**config.mk**
```make
export PLATFORM = sky130hd
export DESIGN_NAME = post_neuron_updater_flat
export DESIGN_NICKNAME = d
export VERILOG_FILES = /design/src/rtl/post_neuron_updater_pkg.sv /design/src/rtl/post_neuron_updater_if.sv /design/src/rtl/post_neuron_sat_add.sv /design/src/rtl/post_neuron_updater.sv /design/src/flat_wrapper.sv
export SDC_FILE = /design/constraint.sdc
export NUM_CORES = 1
export LEC_CHECK = 0
export CAP_MARGIN = 20
export CORE_AREA = 8 8 128 130
export DETAILED_ROUTE_END_ITERATION = 6
export DIE_AREA = 0 0 136 138
export PLACE_DENSITY_LB_ADDON = 0.12
export SLEW_MARGIN = 40
export SYNTH_ARGS = -nofsm -noshare
export SYNTH_HDL_FRONTEND = slang
export SYNTH_HIERARCHICAL = 1
export SYNTH_SLANG_ARGS = --single-unit
```
**constraint.sdc**
```tcl
create_clock -name CK -period 5.4 [get_ports CK]
set_clock_uncertainty 0.2 [all_clocks]
set_input_delay 0.81 -clock CK [delete_from_list [all_inputs] [get_ports CK]]
set_output_delay 0.81 -clock CK [all_outputs]
set_load 0.1 [all_outputs]
```
**src/rtl/post_neuron_updater_pkg.sv**
```systemverilog
// Shared types and constants for the post-neuron state updater.
// Default widths plus the signed saturation bounds for the default potential width.
package post_neuron_updater_pkg;

  localparam int unsigned PNU_ADDR_WIDTH   = 8;
  localparam int unsigned PNU_DATA_WIDTH   = 32;
  localparam int unsigned PNU_SRAM_DEPTH   = 256;
  localparam int unsigned PNU_WEIGHT_WIDTH = 8;

  localparam logic [PNU_DATA_WIDTH-1:0] PNU_SAT_MAX = {1'b0, {(PNU_DATA_WIDTH-1){1'b1}}};
  localparam logic [PNU_DATA_WIDTH-1:0] PNU_SAT_MIN = {1'b1, {(PNU_DATA_WIDTH-1){1'b0}}};

  typedef enum logic [2:0] {
    ST_IDLE,
    ST_READ,
    ST_COMPUTE,
    ST_WRITE,
    ST_SPIKE,
    ST_CLEAR
  } pnu_state_t;

endpackage

```
**src/rtl/post_neuron_updater_if.sv**
```systemverilog
// Update-request, spike-event and SRAM bus signals of the post-neuron updater.
// master = updater side, slave = event pipeline / SRAM side.
interface post_neuron_updater_if #(
  parameter int unsigned ADDR_WIDTH   = 8,
  parameter int unsigned DATA_WIDTH   = 32,
  parameter int unsigned WEIGHT_WIDTH = 8
);

  logic                    UPD_VALID;
  logic                    UPD_READY;
  logic [ADDR_WIDTH-1:0]   UPD_ADDR;
  logic [WEIGHT_WIDTH-1:0] UPD_WEIGHT;

  logic                    SPK_VALID;
  logic                    SPK_READY;
  logic [ADDR_WIDTH-1:0]   SPK_ADDR;

  logic                    SRAM_CS;
  logic                    SRAM_WE;
  logic [ADDR_WIDTH-1:0]   SRAM_A;
  logic [DATA_WIDTH-1:0]   SRAM_D;
  logic [DATA_WIDTH-1:0]   SRAM_Q;

  modport master (
    input  UPD_VALID, UPD_ADDR, UPD_WEIGHT, SPK_READY, SRAM_Q,
    output UPD_READY, SPK_VALID, SPK_ADDR, SRAM_CS, SRAM_WE, SRAM_A, SRAM_D
  );

  modport slave (
    output UPD_VALID, UPD_ADDR, UPD_WEIGHT, SPK_READY, SRAM_Q,
    input  UPD_READY, SPK_VALID, SPK_ADDR, SRAM_CS, SRAM_WE, SRAM_A, SRAM_D
  );

endinterface

```
**src/rtl/post_neuron_sat_add.sv**
```systemverilog
// Combinational membrane update: sign-extended weight added with saturation,
// then signed threshold compare; a firing neuron resets to zero.
module post_neuron_sat_add #(
  parameter int unsigned DATA_WIDTH   = 32,
  parameter int unsigned WEIGHT_WIDTH = 8
) (
  input  logic [DATA_WIDTH-1:0]   q_i,
  input  logic [WEIGHT_WIDTH-1:0] weight_i,
  input  logic [DATA_WIDTH-1:0]   threshold_i,
  output logic                    fire_o,
  output logic [DATA_WIDTH-1:0]   next_o
);

  localparam logic [DATA_WIDTH-1:0] SAT_MAX = {1'b0, {(DATA_WIDTH-1){1'b1}}};
  localparam logic [DATA_WIDTH-1:0] SAT_MIN = {1'b1, {(DATA_WIDTH-1){1'b0}}};

  logic [DATA_WIDTH:0]   wide;
  logic [DATA_WIDTH-1:0] sum;

  always_comb begin
    // One guard bit: overflow shows up as the two top bits disagreeing.
    wide = {q_i[DATA_WIDTH-1], q_i}
         + {{(DATA_WIDTH + 1 - WEIGHT_WIDTH){weight_i[WEIGHT_WIDTH-1]}}, weight_i};
    if (wide[DATA_WIDTH] != wide[DATA_WIDTH-1]) begin
      sum = wide[DATA_WIDTH] ? SAT_MIN : SAT_MAX;
    end else begin
      sum = wide[DATA_WIDTH-1:0];
    end
    fire_o = ($signed(sum) >= $signed(threshold_i));
    next_o = fire_o ? '0 : sum;
  end

endmodule

```
**src/rtl/post_neuron_updater.sv**
```systemverilog
// Post-neuron state updater: serialized read-modify-write of membrane potentials
// in a 1-cycle-read SRAM, threshold firing with spike handshake, and a clear-all sweep.
module post_neuron_updater
  import post_neuron_updater_pkg::*;
#(
  parameter int unsigned ADDR_WIDTH   = PNU_ADDR_WIDTH,
  parameter int unsigned DATA_WIDTH   = PNU_DATA_WIDTH,
  parameter int unsigned SRAM_DEPTH   = PNU_SRAM_DEPTH,
  parameter int unsigned WEIGHT_WIDTH = PNU_WEIGHT_WIDTH
) (
  input  logic                  CK,
  input  logic                  RST_N,
  input  logic [DATA_WIDTH-1:0] THRESHOLD,
  input  logic                  CLR_START,
  output logic                  CLR_DONE,
  output logic                  BUSY,
  post_neuron_updater_if.master bus
);

  localparam logic [ADDR_WIDTH-1:0] CLR_LAST = ADDR_WIDTH'(SRAM_DEPTH - 1);

  pnu_state_t              state_q, state_d;
  logic [ADDR_WIDTH-1:0]   addr_q, addr_d;
  logic [WEIGHT_WIDTH-1:0] weight_q, weight_d;
  logic                    fire_q, fire_d;
  logic [ADDR_WIDTH-1:0]   clr_cnt_q, clr_cnt_d;
  logic                    rdy_en_q, rdy_en_d;
  logic                    cs_q, cs_d;
  logic                    we_q, we_d;
  logic [ADDR_WIDTH-1:0]   a_q, a_d;
  logic [DATA_WIDTH-1:0]   wd_q, wd_d;
  logic                    spk_valid_q, spk_valid_d;
  logic [ADDR_WIDTH-1:0]   spk_addr_q, spk_addr_d;
  logic                    clr_done_q, clr_done_d;

  logic                    sat_fire;
  logic [DATA_WIDTH-1:0]   sat_next;
  logic                    upd_ready;

  post_neuron_sat_add #(
    .DATA_WIDTH   (DATA_WIDTH),
    .WEIGHT_WIDTH (WEIGHT_WIDTH)
  ) u_sat_add (
    .q_i         (bus.SRAM_Q),
    .weight_i    (weight_q),
    .threshold_i (THRESHOLD),
    .fire_o      (sat_fire),
    .next_o      (sat_next)
  );

  // Ready stays low through reset and yields to a simultaneous clear request.
  assign upd_ready = rdy_en_q && (state_q == ST_IDLE) && !CLR_START;

  // SRAM strobes are computed from the next state so the pins come straight off flops.
  always_comb begin
    state_d     = state_q;
    addr_d      = addr_q;
    weight_d    = weight_q;
    fire_d      = fire_q;
    clr_cnt_d   = clr_cnt_q;
    rdy_en_d    = 1'b1;
    cs_d        = 1'b0;
    we_d        = 1'b0;
    a_d         = a_q;
    wd_d        = wd_q;
    spk_valid_d = 1'b0;
    spk_addr_d  = spk_addr_q;
    clr_done_d  = 1'b0;

    unique case (state_q)
      ST_IDLE: begin
        if (CLR_START) begin
          state_d   = ST_CLEAR;
          clr_cnt_d = '0;
          cs_d      = 1'b1;
          we_d      = 1'b1;
          a_d       = '0;
          wd_d      = '0;
        end else if (bus.UPD_VALID && upd_ready) begin
          state_d  = ST_READ;
          addr_d   = bus.UPD_ADDR;
          weight_d = bus.UPD_WEIGHT;
          cs_d     = 1'b1;
          a_d      = bus.UPD_ADDR;
        end
      end
      ST_READ: begin
        state_d = ST_COMPUTE;
      end
      ST_COMPUTE: begin
        state_d = ST_WRITE;
        fire_d  = sat_fire;
        cs_d    = 1'b1;
        we_d    = 1'b1;
        a_d     = addr_q;
        wd_d    = sat_next;
      end
      ST_WRITE: begin
        if (fire_q) begin
          state_d     = ST_SPIKE;
          spk_valid_d = 1'b1;
          spk_addr_d  = addr_q;
        end else begin
          state_d = ST_IDLE;
        end
      end
      ST_SPIKE: begin
        if (bus.SPK_READY) begin
          state_d = ST_IDLE;
        end else begin
          spk_valid_d = 1'b1;
        end
      end
      ST_CLEAR: begin
        if (clr_cnt_q == CLR_LAST) begin
          state_d    = ST_IDLE;
          clr_done_d = 1'b1;
        end else begin
          clr_cnt_d = clr_cnt_q + 1'b1;
          cs_d      = 1'b1;
          we_d      = 1'b1;
          a_d       = clr_cnt_q + 1'b1;
          wd_d      = '0;
        end
      end
      default: begin
        state_d = ST_IDLE;
      end
    endcase
  end

  always_ff @(posedge CK or negedge RST_N) begin
    if (!RST_N) begin
      state_q     <= ST_IDLE;
      addr_q      <= '0;
      weight_q    <= '0;
      fire_q      <= 1'b0;
      clr_cnt_q   <= '0;
      rdy_en_q    <= 1'b0;
      cs_q        <= 1'b0;
      we_q        <= 1'b0;
      a_q         <= '0;
      wd_q        <= '0;
      spk_valid_q <= 1'b0;
      spk_addr_q  <= '0;
      clr_done_q  <= 1'b0;
    end else begin
      state_q     <= state_d;
      addr_q      <= addr_d;
      weight_q    <= weight_d;
      fire_q      <= fire_d;
      clr_cnt_q   <= clr_cnt_d;
      rdy_en_q    <= rdy_en_d;
      cs_q        <= cs_d;
      we_q        <= we_d;
      a_q         <= a_d;
      wd_q        <= wd_d;
      spk_valid_q <= spk_valid_d;
      spk_addr_q  <= spk_addr_d;
      clr_done_q  <= clr_done_d;
    end
  end

  assign bus.UPD_READY = upd_ready;
  assign bus.SPK_VALID = spk_valid_q;
  assign bus.SPK_ADDR  = spk_addr_q;
  assign bus.SRAM_CS   = cs_q;
  assign bus.SRAM_WE   = we_q;
  assign bus.SRAM_A    = a_q;
  assign bus.SRAM_D    = wd_q;
  assign CLR_DONE      = clr_done_q;
  assign BUSY          = (state_q != ST_IDLE);

endmodule

```
**src/flat_wrapper.sv**
```systemverilog
// flat-port wrapper written by rule: the top's interface ports become plain ports
module post_neuron_updater_flat import post_neuron_updater_pkg::*;
#(
  parameter int unsigned ADDR_WIDTH   = PNU_ADDR_WIDTH,
  parameter int unsigned DATA_WIDTH   = PNU_DATA_WIDTH,
  parameter int unsigned SRAM_DEPTH   = PNU_SRAM_DEPTH,
  parameter int unsigned WEIGHT_WIDTH = PNU_WEIGHT_WIDTH
)
  (CK, RST_N, THRESHOLD, CLR_START, CLR_DONE, BUSY, bus_UPD_VALID, bus_UPD_ADDR, bus_UPD_WEIGHT, bus_SPK_READY, bus_SRAM_Q, bus_UPD_READY, bus_SPK_VALID, bus_SPK_ADDR, bus_SRAM_CS, bus_SRAM_WE, bus_SRAM_A, bus_SRAM_D);
  post_neuron_updater_if #(.ADDR_WIDTH(ADDR_WIDTH), .DATA_WIDTH(DATA_WIDTH), .WEIGHT_WIDTH(WEIGHT_WIDTH)) bus_i ();
  input  logic CK;
  input  logic RST_N;
  input  logic [DATA_WIDTH-1:0] THRESHOLD;
  input  logic CLR_START;
  output logic CLR_DONE;
  output logic BUSY;
  input wire logic [$bits(bus_i.UPD_VALID)-1:0] bus_UPD_VALID;
  input wire logic [$bits(bus_i.UPD_ADDR)-1:0] bus_UPD_ADDR;
  input wire logic [$bits(bus_i.UPD_WEIGHT)-1:0] bus_UPD_WEIGHT;
  input wire logic [$bits(bus_i.SPK_READY)-1:0] bus_SPK_READY;
  input wire logic [$bits(bus_i.SRAM_Q)-1:0] bus_SRAM_Q;
  output wire logic [$bits(bus_i.UPD_READY)-1:0] bus_UPD_READY;
  output wire logic [$bits(bus_i.SPK_VALID)-1:0] bus_SPK_VALID;
  output wire logic [$bits(bus_i.SPK_ADDR)-1:0] bus_SPK_ADDR;
  output wire logic [$bits(bus_i.SRAM_CS)-1:0] bus_SRAM_CS;
  output wire logic [$bits(bus_i.SRAM_WE)-1:0] bus_SRAM_WE;
  output wire logic [$bits(bus_i.SRAM_A)-1:0] bus_SRAM_A;
  output wire logic [$bits(bus_i.SRAM_D)-1:0] bus_SRAM_D;
  assign bus_i.UPD_VALID = bus_UPD_VALID;
  assign bus_i.UPD_ADDR = bus_UPD_ADDR;
  assign bus_i.UPD_WEIGHT = bus_UPD_WEIGHT;
  assign bus_i.SPK_READY = bus_SPK_READY;
  assign bus_i.SRAM_Q = bus_SRAM_Q;
  assign bus_UPD_READY = bus_i.UPD_READY;
  assign bus_SPK_VALID = bus_i.SPK_VALID;
  assign bus_SPK_ADDR = bus_i.SPK_ADDR;
  assign bus_SRAM_CS = bus_i.SRAM_CS;
  assign bus_SRAM_WE = bus_i.SRAM_WE;
  assign bus_SRAM_A = bus_i.SRAM_A;
  assign bus_SRAM_D = bus_i.SRAM_D;
  post_neuron_updater #(.ADDR_WIDTH(ADDR_WIDTH), .DATA_WIDTH(DATA_WIDTH), .SRAM_DEPTH(SRAM_DEPTH), .WEIGHT_WIDTH(WEIGHT_WIDTH)) u_core (.CK(CK), .RST_N(RST_N), .THRESHOLD(THRESHOLD), .CLR_START(CLR_START), .CLR_DONE(CLR_DONE), .BUSY(BUSY), .bus(bus_i));
endmodule
```
==> impl_metrics.env, run 1 <==
export IMPL_cts_made_buffers=9
export IMPL_startpoint_type="input pin"
export IMPL_rr_worst_depth=24
export IMPL_clock_path_buffers=2
export IMPL_min_period_ps=5570
export IMPL_drt_pass1_iter_count=5
export IMPL_root_buffer="clkbuf_16"
export IMPL_crit_path_max_incr_delay_ps=390
export IMPL_worstPathRequired_ps=5410
export IMPL_setup_viol=32
export IMPL_overflow=0
export IMPL_antenna_found_initial=0
export IMPL_cp_arrival_ps=5580
export IMPL_rsz0062_at_grt="true"
export IMPL_insertion_delay_ps=330
export IMPL_synth_seq_cells=81
export IMPL_die_h_um=138
export IMPL_clock_fmax_mhz=180
export IMPL_worst_setup_path_end_kind="register"
export IMPL_relSlewSlack_pct=45.0
export IMPL_nets=1271
export IMPL_grt_pass1_vias=7485
export IMPL_fin_area_sq_mm=0.0105
export IMPL_rr_endpoint="u_core/bus.SRAM_D[25]$_DFFE_PN0P_"
export IMPL_drc=0
export IMPL_ant_nets=0
export IMPL_yosysSeqAreaShare_pct=29.8
export IMPL_status="finished, violations left"
export IMPL_via_per_inst=5.56
export IMPL_placed_area_sq_mm=0.00933
export IMPL_path_clk_slew_ps=70
export IMPL_htree_levels=3
export IMPL_synthArstFlopShare_pct=100
export IMPL_wl_per_cell_um=17.9
export IMPL_maxCapViolations=0
export IMPL_initialDrtViolationCount=554
export IMPL_avgSynthCellArea_sq_um=8.50
export IMPL_antennaDiodeCount=0
export IMPL_ys_warn_count=6
export IMPL_areaGrowthSynthToFinish_pct=55.0
export IMPL_timing_final_ws_setup_ps=-170
export IMPL_cts_tree="done"
export IMPL_final_max_slew_violation_count=0
export IMPL_slowest_stage="or3_4"
export IMPL_routabilityCongestion=0.955
export IMPL_syn_num_nets=953
export IMPL_hpwlAfterDp_um=17800
export IMPL_num_vias=7268
export IMPL_grt_max_degree=82
export IMPL_io_pins=139
export IMPL_worst_r2r_setup_slack_ps=-100
export IMPL_start_util_pct=47.5
export IMPL_hold_violations=0
export IMPL_crit_top_cell="o21ai_2"
export IMPL_portBuffers=138
export IMPL_timing_setup_tns_ps=-3810
export IMPL_core_sq_mm=0.0143
export IMPL_hp_class="in2async"
export IMPL_drive_gt1_share_pct=38.5
export IMPL_synth_area_sq_mm=0.00680
export IMPL_netlist_instances=800
export IMPL_worst_pin_slew_ps=822
export IMPL_synthFlopType="dfrtp_1"
export IMPL_cts_sinks=81
export IMPL_die_x_um=136
export IMPL_n_fill_cell=1081
export IMPL_cp_max_fo=12
export IMPL_wirelength_um=23300
export IMPL_r2r_start="u_core/weight_q[7]$_DFFE_PN0P_"
export IMPL_yosysUniqueCellTypes=81
export IMPL_cts_hold_buf=0
export IMPL_grt_pass1_wl_um=37100
export IMPL_period_share_pct=103
export IMPL_rows=44
export IMPL_synth_edff_count=0
export IMPL_die_area_sq_mm=0.0188
export IMPL_grt_use_total_pct=23.9
export IMPL_violations="setup timing"
export IMPL_critical_path_class="in2reg"
registers in the layout, summed over array words and instances (netlist names):
name and flops:
u_core/bus.SRAM_WE 1, u_core/CLR_DONE 1, u_core/bus.SRAM_A 8, u_core/addr_q 8, u_core/fire_q 1, u_core/weight_q 8, u_core/bus.SPK_VALID 1, u_core/rdy_en_q 1
u_core/bus.SRAM_D 32, u_core/bus.SPK_ADDR 8, u_core/bus.SRAM_CS 1, u_core/clr_cnt_q 8, u_core/state_q 3
cells in the final DEF (no fill, tap or decap), types with 8 or more instances in the layout:
cell type        instances
o211ai_1                 8
a21oi_1                 35
a21o_1                  15
mux2_2                  29
clkbuf_16                9
nand4_1                 15
inv_1                   52
nor3_1                   9
dlygate4sd2_1            8
a21oi_2                 13
dfrtp_1                 80
nand2_1                107
clkdlybuf4s50_1         65
o21ai_1                 36
ha_4                    24
nor2b_1                 28
o21ai_2                 20
nor2_1                  30
buf_2                   57
xor2_1                  13
ha_1                    42
nand3_1                 25
buf_6                    8
buf_4                  197
o21ai_0                 25
xnor2_1                 10
kinds of logic (layout without fill, tap and decap cells):
family | after synthesis | count (layout) | synth area share [%]
other | 1 | 1 | 0.0552
flip-flops | 81 | 81 | 29.8
adder cells (fa/ha/maj) | 68 | 68 | 12.6
XOR/XNOR | 23 | 23 | 2.96
buffers and inverters | 94 | 416 | 6.35
multiplexers | 40 | 40 | 6.54
AND/OR/NAND/NOR | 269 | 270 | 19.6
AO/OA/AOI/OAI | 224 | 224 | 22.0
Yosys cell counts, drive strengths merged, types with 5 or more instances:
master / number / area (sq um)
clkbuf: 21 / 80.1
nand3: 27 / 140
dfrtp: 81 / 2030
o211ai: 8 / 60.1
a21oi: 52 / 264
buf: 20 / 153
mux2i: 8 / 80.1
nor3: 10 / 50.1
mux2: 32 / 364
inv: 53 / 199
nor2: 34 / 128
o21a: 5 / 37.5
nand4: 15 / 93.8
ha: 67 / 838
xnor2: 10 / 87.6
nand2b: 8 / 57.6
xor2: 13 / 114
and3: 6 / 37.5
nand2: 111 / 417
a211oi: 7 / 67.6
a31oi: 7 / 43.8
o21bai: 5 / 37.5
nor2b: 29 / 181
o21ai: 83 / 479
a21o: 15 / 113
stage by stage:
| stage | utilization [%] | hold slack [ps] | setup slack (ps) | cells |
|---|---|---|---|---|
| after CTS | 71.6 | 303 | -92.4 | 1303 |
| after global placement | 67.0 | 268 | -1050 | 1264 |
| final | 73.6 | 293 | -170 | 1307 |
| after detailed placement | 65.2 | 287 | -1150 | 1264 |
| after global routing | 73.6 | 328 | -343 | 1307 |
| after floorplan | - | 247 | -342 | 800 |
per-layer routing:
metal  global-route usage [%]  share of wire (%)  up-vias
met2                     41.6                 50      233
met4                     5.96                1.6        0
met3                     3.12                5.6       28
met5                        0                  0        -
li1                         -                  -     3498
met1                     30.1                 43     3509
critical path, delay by kind of cell:
family | cells | cell delay, ps
AOI/OAI and AO/OA | 11 | 2050
buffers and inverters | 3 | 410
adders and majority gates | 3 | 750
and+or+nand+nor | 6 | 900
muxes | 2 | 630
worst max-delay path by stage:
stage | endpoint | slack, ps | from | cells past startpoint
3_3_place_gp | u_core/bus.SRAM_D[25]$_DFFE_PN0P_ | -1050 | bus_SRAM_Q[1] | 26
3_5_place_dp | u_core/bus.SRAM_D[25]$_DFFE_PN0P_ | -1150 | bus_SRAM_Q[1] | 25
2_1_floorplan | u_core/bus.SRAM_D[21]$_DFFE_PN0P_ | -340 | bus_SRAM_Q[1] | 26
4_1_cts | u_core/bus.SRAM_D[25]$_DFFE_PN0P_ | -90 | bus_SRAM_Q[1] | 26
5_1_grt | u_core/bus.SRAM_D[17]$_DFFE_PN0P_ | -340 | bus_SRAM_Q[1] | 25
6_report | u_core/bus.SRAM_D[25]$_DFFE_PN0P_ | -170 | bus_SRAM_Q[1] | 25
area by class of cell:
| type | count | area [sq um] | area share (%) |
|---|---|---|---|
| tap | 184 | 230 | 2.19 |
| inverter | 53 | 201 | 1.91 |
| sequential | 81 | 2030 | 19.3 |
| clock buffer | 9 | 225 | 2.14 |
| timing repair buffer | 347 | 2750 | 26.1 |
| multi-input combinational | 626 | 4990 | 47.4 |
| clock inverter | 7 | 111 | 1.06 |
repair_timing:
action,in CTS,in global routing
setup endpoints to repair,33,33
gates cloned,2,0
pin swaps,47,29
resized for setup,103,48
buffers inserted,21,5
Power of run 1 is left out: the tool's default activity adds up to more than one toggle a clock period on the data nets, which glitch-free logic cannot reach.
==> run 2: changes to the inputs <==
Settings changed: SKIP_LAST_GASP set to 1.
==> run 2 against run 1 <==
The flow still finishes with violations (setup timing). Setup slack got worse by 1.4 ps. Sequential cell count did not move. Sequential share of layout area barely moved. Global-route usage barely moved. Via count barely moved. Routed wire length rose by 0.13%. Die area did not move. Critical path type unchanged. Largest cell class unchanged.
==> impl_metrics.env, run 2 (synthesized netlist as in run 1, its figures left out) <==
export IMPL_die_area_sq_mm=0.0188
export IMPL_initialDrtViolationCount=573
export IMPL_final_max_slew_violation_count=0
export IMPL_core_sq_mm=0.0143
export IMPL_rsz0062_at_grt="true"
export IMPL_io_pins=139
export IMPL_cts_sinks=81
export IMPL_violations="setup timing"
export IMPL_num_vias=7263
export IMPL_die_h_um=138
export IMPL_rows=44
export IMPL_via_per_inst=5.56
export IMPL_seq_area_sq_mm=0.00203
export IMPL_grt_max_degree=82
export IMPL_areaGrowthSynthToFinish_pct=54.8
export IMPL_worstPathRequired_ps=5400
export IMPL_antenna_found_initial=0
export IMPL_cp_max_fo=12
export IMPL_cp_arrival_ps=5570
export IMPL_drc=0
export IMPL_worst_r2r_setup_slack_ps=-90
export IMPL_htree_levels=3
export IMPL_grt_pass1_vias=7487
export IMPL_antennaDiodeCount=0
export IMPL_rr_worst_depth=25
export IMPL_portBuffers=138
export IMPL_multiInputGateArea_sq_mm=0.00497
export IMPL_period_share_pct=103
export IMPL_ant_nets=0
export IMPL_die_x_um=136
export IMPL_grt_use_total_pct=23.9
export IMPL_worst_pin_slew_ps=829
export IMPL_clock_path_buffers=2
export IMPL_routabilityCongestion=0.955
export IMPL_drive_gt1_share_pct=38.0
export IMPL_hold_violations=0
export IMPL_largest_reg_flops=32
export IMPL_root_buffer="clkbuf_16"
export IMPL_layout_commonest_cell="buf_4"
export IMPL_clock_fmax_mhz=179
export IMPL_worst_setup_path_end_kind="register"
export IMPL_status="finished, violations left"
export IMPL_start_util_pct=47.5
export IMPL_insertion_delay_ps=330
export IMPL_wl_per_cell_um=17.9
export IMPL_timing_final_ws_setup_ps=-171
export IMPL_fin_util_pct=73.5
export IMPL_cts_tree="done"
export IMPL_r2r_start="u_core/weight_q[7]$_DFFE_PN0P_"
export IMPL_setup_viol=32
export IMPL_min_period_ps=5570
export IMPL_wirelength_um=23400
export IMPL_startpoint_type="input pin"
export IMPL_layout_common_cells="buf_4, nand2_1, dfrtp_1"
export IMPL_relSlewSlack_pct=44.6
export IMPL_rr_endpoint="u_core/bus.SRAM_D[25]$_DFFE_PN0P_"
export IMPL_critical_path_class="in2reg"
export IMPL_cts_made_buffers=9
export IMPL_hp_class="in2async"
export IMPL_hpwlAfterDp_um=17800
export IMPL_overflow=0
export IMPL_grt_pass1_wl_um=37100
export IMPL_nets=1271
export IMPL_maxCapViolations=0
export IMPL_path_clk_slew_ps=70
export IMPL_drt_pass1_iter_count=5
export IMPL_n_fill_cell=1085
## run 2: cell counts in the layout (fill, tap and decap cells not counted)
Identical to the previous run, type by type.
## run 2: worst max path at each step
stage	slack, ps	end	startpoint
after floorplan	-340	u_core/bus.SRAM_D[21]$_DFFE_PN0P_	bus_SRAM_Q[1]
after global placement	-1050	u_core/bus.SRAM_D[25]$_DFFE_PN0P_	bus_SRAM_Q[1]
after detailed placement	-1150	u_core/bus.SRAM_D[25]$_DFFE_PN0P_	bus_SRAM_Q[1]
after CTS	-90	u_core/bus.SRAM_D[25]$_DFFE_PN0P_	bus_SRAM_Q[1]
after global routing	-360	u_core/bus.SRAM_D[25]$_DFFE_PN0P_	bus_SRAM_Q[1]
final	-170	u_core/bus.SRAM_D[25]$_DFFE_PN0P_	bus_SRAM_Q[1]
## run 2: area by class of cell
class	instances	area share (%)
flip-flops and latches	81	19.3
multi-input cells	626	47.3
repair buffers	347	26.1
inverters	53	1.91
clock buffers	9	2.14
well taps	184	2.19
clock inverters	7	1.06
## run 2: per-layer routing
metal	up-vias	global-route usage, %	wire [um]
li1	3498	-	-
met1	3519	30.3	10100
met2	219	41.6	11700
met3	27	3.12	1150
met4	0	5.96	365
met5	-	0	0
## run 2: repair_timing
item | in CTS | in global routing
setup buffers | 21 | 5
gates cloned | 2 | 0
resized for setup | 102 | 44
hold buffers | 0 | 0
setup endpoints to repair | 33 | 33
pin swaps | 47 | 28
## run 2: worst max-delay path, stage by stage
cell and delay (ps):
buf_8 100, ha_4 210, a211oi_2 190, nor2_1 90, o31a_1 280, a211oi_2 280
o21ai_1 100, o21ai_2 160, mux2_4 330, o311a_4 120, ha_4 250, buf_12 150
buf_4 150, o21ai_2 190, ha_1 290, nand3_1 120, nand2_1 60, a221o_1 340
or3_4 390, a21oi_4 190, mux2i_4 290, nand2b_4 190, o21ba_4 150, nand2_1 50
o21ai_1 60
## run 2: per-stage QoR
step	worst slack [ps]	TNS [ps]	hold slack, ps	area [sq um]	std cells
floorplan	-342	-8480	247	6860	800
global placement	-1050	-32830	268	9590	1264
detailed placement	-1150	-36040	287	9330	1264
CTS	-92.4	-1560	303	10200	1303
global route	-362	-9760	328	10500	1307
finish	-171	-3570	294	10500	1307
Power of run 2 is left out for the same reason.
